File: config.mk
export PLATFORM = sky130hd
export DESIGN_NAME = bft_leaf_tx
export DESIGN_NICKNAME = d
export VERILOG_FILES = /design/src/rtl/bft_pkg.sv /design/src/rtl/bft_leaf_tx_rr_arbiter.sv /design/src/rtl/bft_leaf_tx.sv
export SDC_FILE = /design/constraint.sdc
export NUM_CORES = 1
export LEC_CHECK = 0
export BUFFER_PORTS_ARGS = -buffer_cell sky130_fd_sc_hd__buf_2
export CORE_ASPECT_RATIO = 0.5
export CORE_MARGIN = 10
export CORE_UTILIZATION = 47
export DETAILED_ROUTE_END_ITERATION = 16
export GPL_TIMING_DRIVEN = 0
export PLACE_DENSITY = 0.77
export SLEW_MARGIN = 30
export SYNTH_ARGS = -nofsm -noshare
export SYNTH_HDL_FRONTEND = slang
export SYNTH_HIERARCHICAL = 1
export SYNTH_SLANG_ARGS = --single-unit
File: constraint.sdc
create_clock -name ap_clk -period 3.4 [get_ports ap_clk]
set_input_delay 0.68 -clock ap_clk [delete_from_list [all_inputs] [get_ports ap_clk]]
set_output_delay 0.68 -clock ap_clk [all_outputs]
set_load 0.02 [all_outputs]
File: src/rtl/bft_pkg.sv
// ----------------------------------------------------------------------------
// bft_pkg
// Shared definitions for the BFT leaf transmit path: packet field layout,
// control port codes, the packet struct, the transmit FSM state type and the
// saturating credit update helper.
//
// Packet layout (49 bits):
//   [48]    valid
//   [47:43] destination leaf
//   [42:39] destination port
//   [38:32] receiver write address
//   [31:0]  payload
// ----------------------------------------------------------------------------
package bft_pkg;

    localparam int PACKET_BITS           = 49;
    localparam int PAYLOAD_BITS          = 32;
    localparam int NUM_LEAF_BITS         = 5;
    localparam int NUM_PORT_BITS         = 4;
    localparam int NUM_ADDR_BITS         = 7;
    localparam int NUM_OUT_PORTS         = 3;
    localparam int FREESPACE_UPDATE_SIZE = 64;

    // Field offsets (LSB positions) inside a packet
    localparam int VALID_BIT   = 48;
    localparam int LEAF_LSB    = 43;
    localparam int PORT_LSB    = 39;
    localparam int ADDR_LSB    = 32;
    localparam int PAYLOAD_LSB = 0;

    // A destination is {leaf, port}
    localparam int DEST_BITS = NUM_LEAF_BITS + NUM_PORT_BITS;

    // Credit needs one bit more than the address to hold the full depth (128)
    localparam int CREDIT_BITS = NUM_ADDR_BITS + 1;
    localparam logic [CREDIT_BITS-1:0] CREDIT_MAX = CREDIT_BITS'(1 << NUM_ADDR_BITS);
    localparam logic [CREDIT_BITS:0]   FS_INC     = (CREDIT_BITS+1)'(FREESPACE_UPDATE_SIZE);
    localparam logic [CREDIT_BITS:0]   CREDIT_ONE = (CREDIT_BITS+1)'(1);

    // Control packet port codes
    localparam logic [NUM_PORT_BITS-1:0] CFG_PORT       = 4'd0;
    localparam logic [NUM_PORT_BITS-1:0] FREESPACE_PORT = 4'd1;

    typedef struct packed {
        logic                     vld;
        logic [NUM_LEAF_BITS-1:0] leaf;
        logic [NUM_PORT_BITS-1:0] port;
        logic [NUM_ADDR_BITS-1:0] addr;
        logic [PAYLOAD_BITS-1:0]  payload;
    } bft_pkt_t;

    typedef enum logic {
        ST_IDLE = 1'b0,
        ST_RUN  = 1'b1
    } tx_state_e;

    // Next credit value: add a freespace grant and/or consume one packet,
    // saturating at the receiver depth. The sum is computed one bit wider so
    // 128 + 64 does not wrap before the clamp.
    function automatic logic [CREDIT_BITS-1:0] credit_next(
        input logic [CREDIT_BITS-1:0] cur,
        input logic                   add,
        input logic                   dec
    );
        logic [CREDIT_BITS:0] sum;
        sum = {1'b0, cur};
        if (add) sum = sum + FS_INC;
        if (dec) sum = sum - CREDIT_ONE;
        if (sum > {1'b0, CREDIT_MAX}) sum = {1'b0, CREDIT_MAX};
        return sum[CREDIT_BITS-1:0];
    endfunction

endpackage

File: src/rtl/bft_leaf_tx_rr_arbiter.sv
// ----------------------------------------------------------------------------
// rr_arbiter
// Round-robin arbiter with one-hot grant. The search starts at the pointer;
// after a grant the pointer moves to the requester just after the winner.
// With no grant the pointer holds. Reset pointer is index 0 (user port 1).
//
// Ports:
//   clk_i    clock
//   rst_ni   asynchronous active-low reset
//   req_i    N request lines (index 0 = port 1)
//   gnt_o    one-hot grant, combinational from req_i and the pointer
// ----------------------------------------------------------------------------
module rr_arbiter #(
    parameter int N = 3
) (
    input  logic         clk_i,
    input  logic         rst_ni,
    input  logic [N-1:0] req_i,
    output logic [N-1:0] gnt_o
);

    localparam int PW = (N > 1) ? $clog2(N) : 1;

    logic [PW-1:0] ptr_q;
    logic [PW-1:0] ptr_d;

    always_comb begin
        int            tmp;
        logic [PW-1:0] idx;
        logic          found;
        gnt_o = '0;
        ptr_d = ptr_q;
        found = 1'b0;
        tmp   = 0;
        idx   = '0;
        for (int k = 0; k < N; k++) begin
            // Rotate the search order so it begins at the pointer
            tmp = int'(ptr_q) + k;
            if (tmp >= N) tmp = tmp - N;
            idx = PW'(tmp);
            if (!found && req_i[idx]) begin
                found      = 1'b1;
                gnt_o[idx] = 1'b1;
                ptr_d      = (idx == PW'(N-1)) ? '0 : idx + 1'b1;
            end
        end
    end

    always_ff @(posedge clk_i or negedge rst_ni) begin
        if (!rst_ni) begin
            ptr_q <= '0;
        end else begin
            ptr_q <= ptr_d;
        end
    end

endmodule

File: src/rtl/bft_leaf_tx.sv
// ----------------------------------------------------------------------------
// bft_leaf_tx
// Transmit half of a BFT leaf port. Packs up to NUM_OUT_PORTS user streams
// into 49-bit BFT packets on the upstream link. Destinations come from config
// packets; flow control uses receiver-issued freespace credits.
//
// Ports:
//   ap_clk                   clock
//   ap_rst_n                 asynchronous active-low reset
//   ap_start                 enables transmission (latched into RUN)
//   din_leaf_bft2interface   control packets (config / freespace)
//   dout_leaf_interface2bft  outgoing packet, registered
//   din_leaf_user2interface  user data, port 1 in the LSB slice
//   vld_user2interface       user valid, one per port
//   ack_interface2user       user accept, one per port
//   dbg_state_o              current transmit FSM state
//   pkt_cnt                  per-port grant counters (BFT_TX_PKT_CNT_EN only)
//
// Optional feature macro: BFT_TX_PKT_CNT_EN adds pkt_cnt, one 32-bit wrapping
// counter of grants per port, cleared by reset.
//
// User handshake: the user presents data with vld high and holds both until
// ack. ack is combinational from registered state and vld; a transfer happens
// in any cycle where vld and ack are both high, and the packet appears on dout
// on the following cycle.
// ----------------------------------------------------------------------------
module bft_leaf_tx
    import bft_pkg::*;
(
    input  logic                                  ap_clk,
    input  logic                                  ap_rst_n,
    input  logic                                  ap_start,
    input  logic [PACKET_BITS-1:0]                din_leaf_bft2interface,
    output logic [PACKET_BITS-1:0]                dout_leaf_interface2bft,
    input  logic [NUM_OUT_PORTS*PAYLOAD_BITS-1:0] din_leaf_user2interface,
    input  logic [NUM_OUT_PORTS-1:0]              vld_user2interface,
    output logic [NUM_OUT_PORTS-1:0]              ack_interface2user,
    output tx_state_e                             dbg_state_o
`ifdef BFT_TX_PKT_CNT_EN
    ,
    output logic [NUM_OUT_PORTS*32-1:0]           pkt_cnt
`endif
);

    // ------------------------------------------------------------------
    // Control packet decode
    // ------------------------------------------------------------------
    bft_pkt_t           ctl;
    logic [3:0]         ctl_p;
    logic               ctl_p_ok;
    logic               cfg_hit;
    logic               fs_hit;
    logic               ctl_unused;

    assign ctl        = bft_pkt_t'(din_leaf_bft2interface);
    assign ctl_p      = ctl.addr[3:0];
    assign ctl_p_ok   = ctl.vld && (ctl_p != 4'd0) && (ctl_p <= 4'(NUM_OUT_PORTS));
    assign cfg_hit    = ctl_p_ok && (ctl.port == CFG_PORT);
    assign fs_hit     = ctl_p_ok && (ctl.port == FREESPACE_PORT);
    assign ctl_unused = ^{ctl.leaf, ctl.addr[NUM_ADDR_BITS-1:4],
                          ctl.payload[PAYLOAD_BITS-1:DEST_BITS]};

    // ------------------------------------------------------------------
    // Global FSM
    // ------------------------------------------------------------------
    tx_state_e state_q;
    tx_state_e state_d;
    logic      run;

    always_comb begin
        state_d = state_q;
        case (state_q)
            ST_IDLE: if (ap_start) state_d = ST_RUN;
            ST_RUN:  state_d = ST_RUN;
            default: state_d = ST_IDLE;
        endcase
    end

    assign run         = (state_q == ST_RUN);
    assign dbg_state_o = state_q;

    // ------------------------------------------------------------------
    // Per-port state
    // ------------------------------------------------------------------
    logic [NUM_OUT_PORTS-1:0] cfg_q;
    logic [NUM_OUT_PORTS-1:0] cfg_d;
    logic [DEST_BITS-1:0]     dest_q   [NUM_OUT_PORTS];
    logic [DEST_BITS-1:0]     dest_d   [NUM_OUT_PORTS];
    logic [CREDIT_BITS-1:0]   credit_q [NUM_OUT_PORTS];
    logic [CREDIT_BITS-1:0]   credit_d [NUM_OUT_PORTS];
    logic [NUM_ADDR_BITS-1:0] waddr_q  [NUM_OUT_PORTS];
    logic [NUM_ADDR_BITS-1:0] waddr_d  [NUM_OUT_PORTS];

    logic [NUM_OUT_PORTS-1:0] req;
    logic [NUM_OUT_PORTS-1:0] gnt;

    always_comb begin
        req = '0;
        for (int i = 0; i < NUM_OUT_PORTS; i++) begin
            req[i] = run && cfg_q[i] && vld_user2interface[i] && (credit_q[i] != '0);
        end
    end

    rr_arbiter #(
        .N (NUM_OUT_PORTS)
    ) u_arb (
        .clk_i  (ap_clk),
        .rst_ni (ap_rst_n),
        .req_i  (req),
        .gnt_o  (gnt)
    );

    assign ack_interface2user = gnt;

    // Next-state for per-port registers. A grant always reads the current
    // (registered) dest, so a config landing in the same cycle only affects
    // later grants.
    always_comb begin
        logic sel;
        sel   = 1'b0;
        cfg_d = cfg_q;
        for (int i = 0; i < NUM_OUT_PORTS; i++) begin
            sel       = (ctl_p == 4'(i + 1));
            dest_d[i] = dest_q[i];
            if (cfg_hit && sel) begin
                cfg_d[i]  = 1'b1;
                dest_d[i] = ctl.payload[DEST_BITS-1:0];
            end
            credit_d[i] = credit_next(credit_q[i], fs_hit && sel, gnt[i]);
            waddr_d[i]  = waddr_q[i] + {{(NUM_ADDR_BITS-1){1'b0}}, gnt[i]};
        end
    end

    // ------------------------------------------------------------------
    // Outgoing packet
    // ------------------------------------------------------------------
    bft_pkt_t                pkt_d;
    logic [PACKET_BITS-1:0]  dout_q;

    always_comb begin
        pkt_d = '0;
        for (int i = 0; i < NUM_OUT_PORTS; i++) begin
            if (gnt[i]) begin
                pkt_d.vld               = 1'b1;
                {pkt_d.leaf, pkt_d.port} = dest_q[i];
                pkt_d.addr              = waddr_q[i];
                pkt_d.payload           = din_leaf_user2interface[i*PAYLOAD_BITS +: PAYLOAD_BITS];
            end
        end
    end

    assign dout_leaf_interface2bft = dout_q;

    always_ff @(posedge ap_clk or negedge ap_rst_n) begin
        if (!ap_rst_n) begin
            state_q <= ST_IDLE;
            cfg_q   <= '0;
            dout_q  <= '0;
            for (int i = 0; i < NUM_OUT_PORTS; i++) begin
                dest_q[i]   <= '0;
                credit_q[i] <= CREDIT_MAX;
                waddr_q[i]  <= '0;
            end
        end else begin
            state_q  <= state_d;
            cfg_q    <= cfg_d;
            dout_q   <= pkt_d;
            dest_q   <= dest_d;
            credit_q <= credit_d;
            waddr_q  <= waddr_d;
        end
    end

`ifdef BFT_TX_PKT_CNT_EN
    // ------------------------------------------------------------------
    // Optional per-port grant counters
    // ------------------------------------------------------------------
    logic [31:0] cnt_q [NUM_OUT_PORTS];

    always_ff @(posedge ap_clk or negedge ap_rst_n) begin
        if (!ap_rst_n) begin
            for (int i = 0; i < NUM_OUT_PORTS; i++) cnt_q[i] <= '0;
        end else begin
            for (int i = 0; i < NUM_OUT_PORTS; i++) cnt_q[i] <= cnt_q[i] + {31'd0, gnt[i]};
        end
    end

    always_comb begin
        pkt_cnt = '0;
        for (int i = 0; i < NUM_OUT_PORTS; i++) pkt_cnt[i*32 +: 32] = cnt_q[i];
    end
`endif

endmodule

==> flow_summary_export.csv <==
group,metric,value,unit
critical_path,path_max_fanout,6,
cells_and_area,num-fill-cells,938,
grt,globalRouteOverflowTotal,0,
place,hpwl,14000,um
route,dr.pass1.iters,6,
sta,relSlewSlack,49.01,%
sta,finalSetupTns,-0.4751,ns
floorplanning,die_w,187.4,um
synthesis,netlist_instances,642,
floorplanning,core-area,13630,um2
grt,grt_pass1_wl,32020,um
cells_and_area,regArea,3198,um2
synthesis,yosys_register_bits,127,
route,finalWirelength,22300,um
run,max_cap_violations,0,
route,drc,0,
grt,grt_use_total,20.09,%
route,route.vias.total,6171,
synthesis,synth.avg_cell_area,10.26,um2
synthesis,syn-num-nets,815,
floorplanning,row_count,30,
synthesis,ys_types,74,
grt,grt_pass1_vias,5934,
critical_path,startpoint_type,"flop",
route,wl_per_cell,20.55,um
place,placed_area,7755,um2
sta,worst_pin_slew,0.7632,ns
sta,post-route-period-util,104.8,%
clocking,cts.sinks,127,
critical_path,cp_data_arrival_time,3.88,ns
clocking,clkTransAtPathRegs,0.06,ns
critical_path,cp_slowest_stage_delay,0.56,ns
clocking,clock_latency,0.43,ns
grt,grt_max_degree,72,
clocking,cts_tree,"yes",
pwr,p_leak,0.004339,uW
synthesis,syn-cell-area,6584,um2
clocking,cts_hold_buf,0,
critical_path,cp_cell_sequence,"inv_2 > ha_4 > a31oi_4 > buf_6 > mux2i_4 > o21ai_4 > buf_6 > buf_6 > nand2_4 > o221ai_4 > or4b_4 > o31ai_1 > nand4_1 > o31ai_2 > o22ai_2 > a211oi_2",
sta,rsz0062_at_grt,"yes",
place,gp_congestion,0.8571,
cells_and_area,layout_common_cells,"buf_2 (170), dfrtp_1 (111), nand2_1 (74), o21ai_0 (53), buf_4 (45)",
critical_path,critPathMostFrequentCell,"buf_6",
min_path,min_path_type,"primary input to asynchronous set/reset pin",
sta,finalHoldViolCount,0,
floorplanning,die_height,103.7,um
sta,slew_viol_final,0,
synthesis,ys.flop_type,"dfrtp_1",
clocking,clockBufferDepth,2,
synthesis,synth-edff-count,0,
sta,setup_ws,-0.1641,ns
outcome,outcome,"finished, violations left",
pwr,p_per_area,767.2,nW/um2
synthesis,seq_area_frac_synth,48.33,%
cells_and_area,final_common_cell,"buf_2",
sta,fmax,280.6,MHz
critical_path,required,3.72,ns
critical_path,end_kind,"flop",
pwr,ir_drop,0.0003833,V
outcome,failed_checks,"setup timing",
synthesis,async_reset_ff_share,100.0,%
floorplanning,die_area,19430,um2
clocking,htreeDepth,4,
clocking,numCtsBuffers,17,
critical_path,criticalPathCategory,"flop to flop",
critical_path,cp_slowest_cell,"dfstp_2",
synthesis,yosysWarnings,6,
grt,antenna_found_initial,0,
route,ant_nets,0,
floorplanning,initial_core_util,48.32,%
sta,min_period,3.564,ns
floorplanning,io_pins,204,
route,viasPerCell,5.688,
clocking,cts_root_buffer,"clkbuf_16",
cells_and_area,antennaDiodeCount,0,
cells_and_area,multi_input_area,3591,um2
place,io_buffers,171,
cells_and_area,fin_util,67.51,%
cells_and_area,synthToLayoutAreaGrowth,39.72,%
cells_and_area,fin_nets,1053,
sta,setup_violations,15,
cells_and_area,final_area,9199,um2
sta,skew,0.01305,ns
route,drt-initial-drc-count,558,
cells_and_area,drive_gt1_share,43.34,%
[synth_stat cells (5+ instances only)]
| master | number | area, um2 |
|---|---|---|
| nand2_1 | 77 | 289.0 |
| xor2_1 | 5 | 43.79 |
| mux2i_1 | 6 | 60.06 |
| nor3_1 | 13 | 65.06 |
| nand4_1 | 7 | 43.79 |
| dfrtp_1 | 124 | 3103 |
| ha_1 | 22 | 275.3 |
| xnor2_1 | 34 | 297.8 |
| a22oi_1 | 41 | 307.8 |
| nor2_1 | 36 | 135.1 |
| o21ai_0 | 54 | 270.3 |
| nor4_1 | 8 | 50.05 |
| nand3_1 | 20 | 100.1 |
| clkbuf_1 | 23 | 86.33 |
| buf_2 | 6 | 30.03 |
| a21oi_1 | 19 | 95.09 |
| mux2_2 | 28 | 315.3 |
| inv_1 | 20 | 75.07 |
[area by class of cell]
class	count	area share, %
multi-input combinational	460	39.04
sequential	127	34.77
inverter	20	0.8433
clock inverter	11	1.523
tap	192	2.612
timing repair buffer	222	14.31
clock buffer	21	4.897
buffer	32	2.013
[logic make-up (layout without fill, tap and decap cells)]
group	count (synthesis)	in the layout	synth area share, %
xor+xnor	39	39	5.188
flops	127	127	48.33
compound gates	157	157	16.21
mux	36	36	6.138
fa+ha+maj	22	22	4.181
buf+inv	55	306	3.763
simple gates	206	206	16.19
[report_power, final]
part	total (uW)	switching (uW)	internal, uW
clock	1850	687	1170
combinational	3140	1820	1320
sequential	2060	240	1820
total	7060	2740	4310
[state kept, by name, summed over array words and instances, names as in the netlist]
name	count
credit_q	24
cfg_q	3
dout_leaf_interface2bft	49
dbg_state_o	1
u_arb/ptr_q	2
waddr_q	21
dest_q	27
[critical path, delay by kind of cell (launching register included)]
family,cells,cell delay (ns)
AOI/OAI and AO/OA,7,1.43
adders and majority gates,1,0.17
buffers and inverters,4,0.46
DFF,1,0.56
muxes,1,0.07
and+or+nand+nor,3,0.79
[routing by layer]
layer / part of all wire, % / routed length, um / GRT usage, %
met2: 49 / 11020 / 33.38
met3: 7.8 / 1736 / 5.455
met4: 1.5 / 341 / 6.356
met5: 0 / 0 / 0
met1: 41 / 9197 / 24.92
[metrics by stage]
| step | instances | setup slack, ns | total power [uW] | hold slack [ns] |
|---|---|---|---|---|
| global route | 1085 | -0.2695 | 7388 | 0.2611 |
| detailed placement | 1006 | -0.6284 | 4186 | 0.4573 |
| finish | 1085 | -0.1641 | 7057 | 0.2089 |
| floorplan | 642 | -0.05861 | 3558 | 0.3844 |
| CTS | 1051 | 0.004626 | 6276 | 0.2358 |
| global placement | 1005 | -0.5508 | 4109 | 0.4504 |
[repair_timing]
action	CTS	global route
buffers inserted	16	34
gates cloned	0	1
pin swaps	16	47
gates resized for setup	36	81
setup endpoints to repair	76	65
[path summary, 6_finish.rpt]
kind	from	end	slack [ns]	cells past startpoint
worst max-delay path	credit_q[15]	credit_q[17]	-0.16	16
worst min-delay path	ap_rst_n	credit_q[17]	0.21	1
worst max register to register	credit_q[15]	credit_q[17]	-0.16	16
worst min register to register	waddr_q[13]	waddr_q[13]	0.47	1
max in group asynchronous	ap_rst_n	credit_q[7]	2.47	2
min in group ap_clk	ap_start	dbg_state_o	0.46	2
Power figures use the tool's default switching activity.
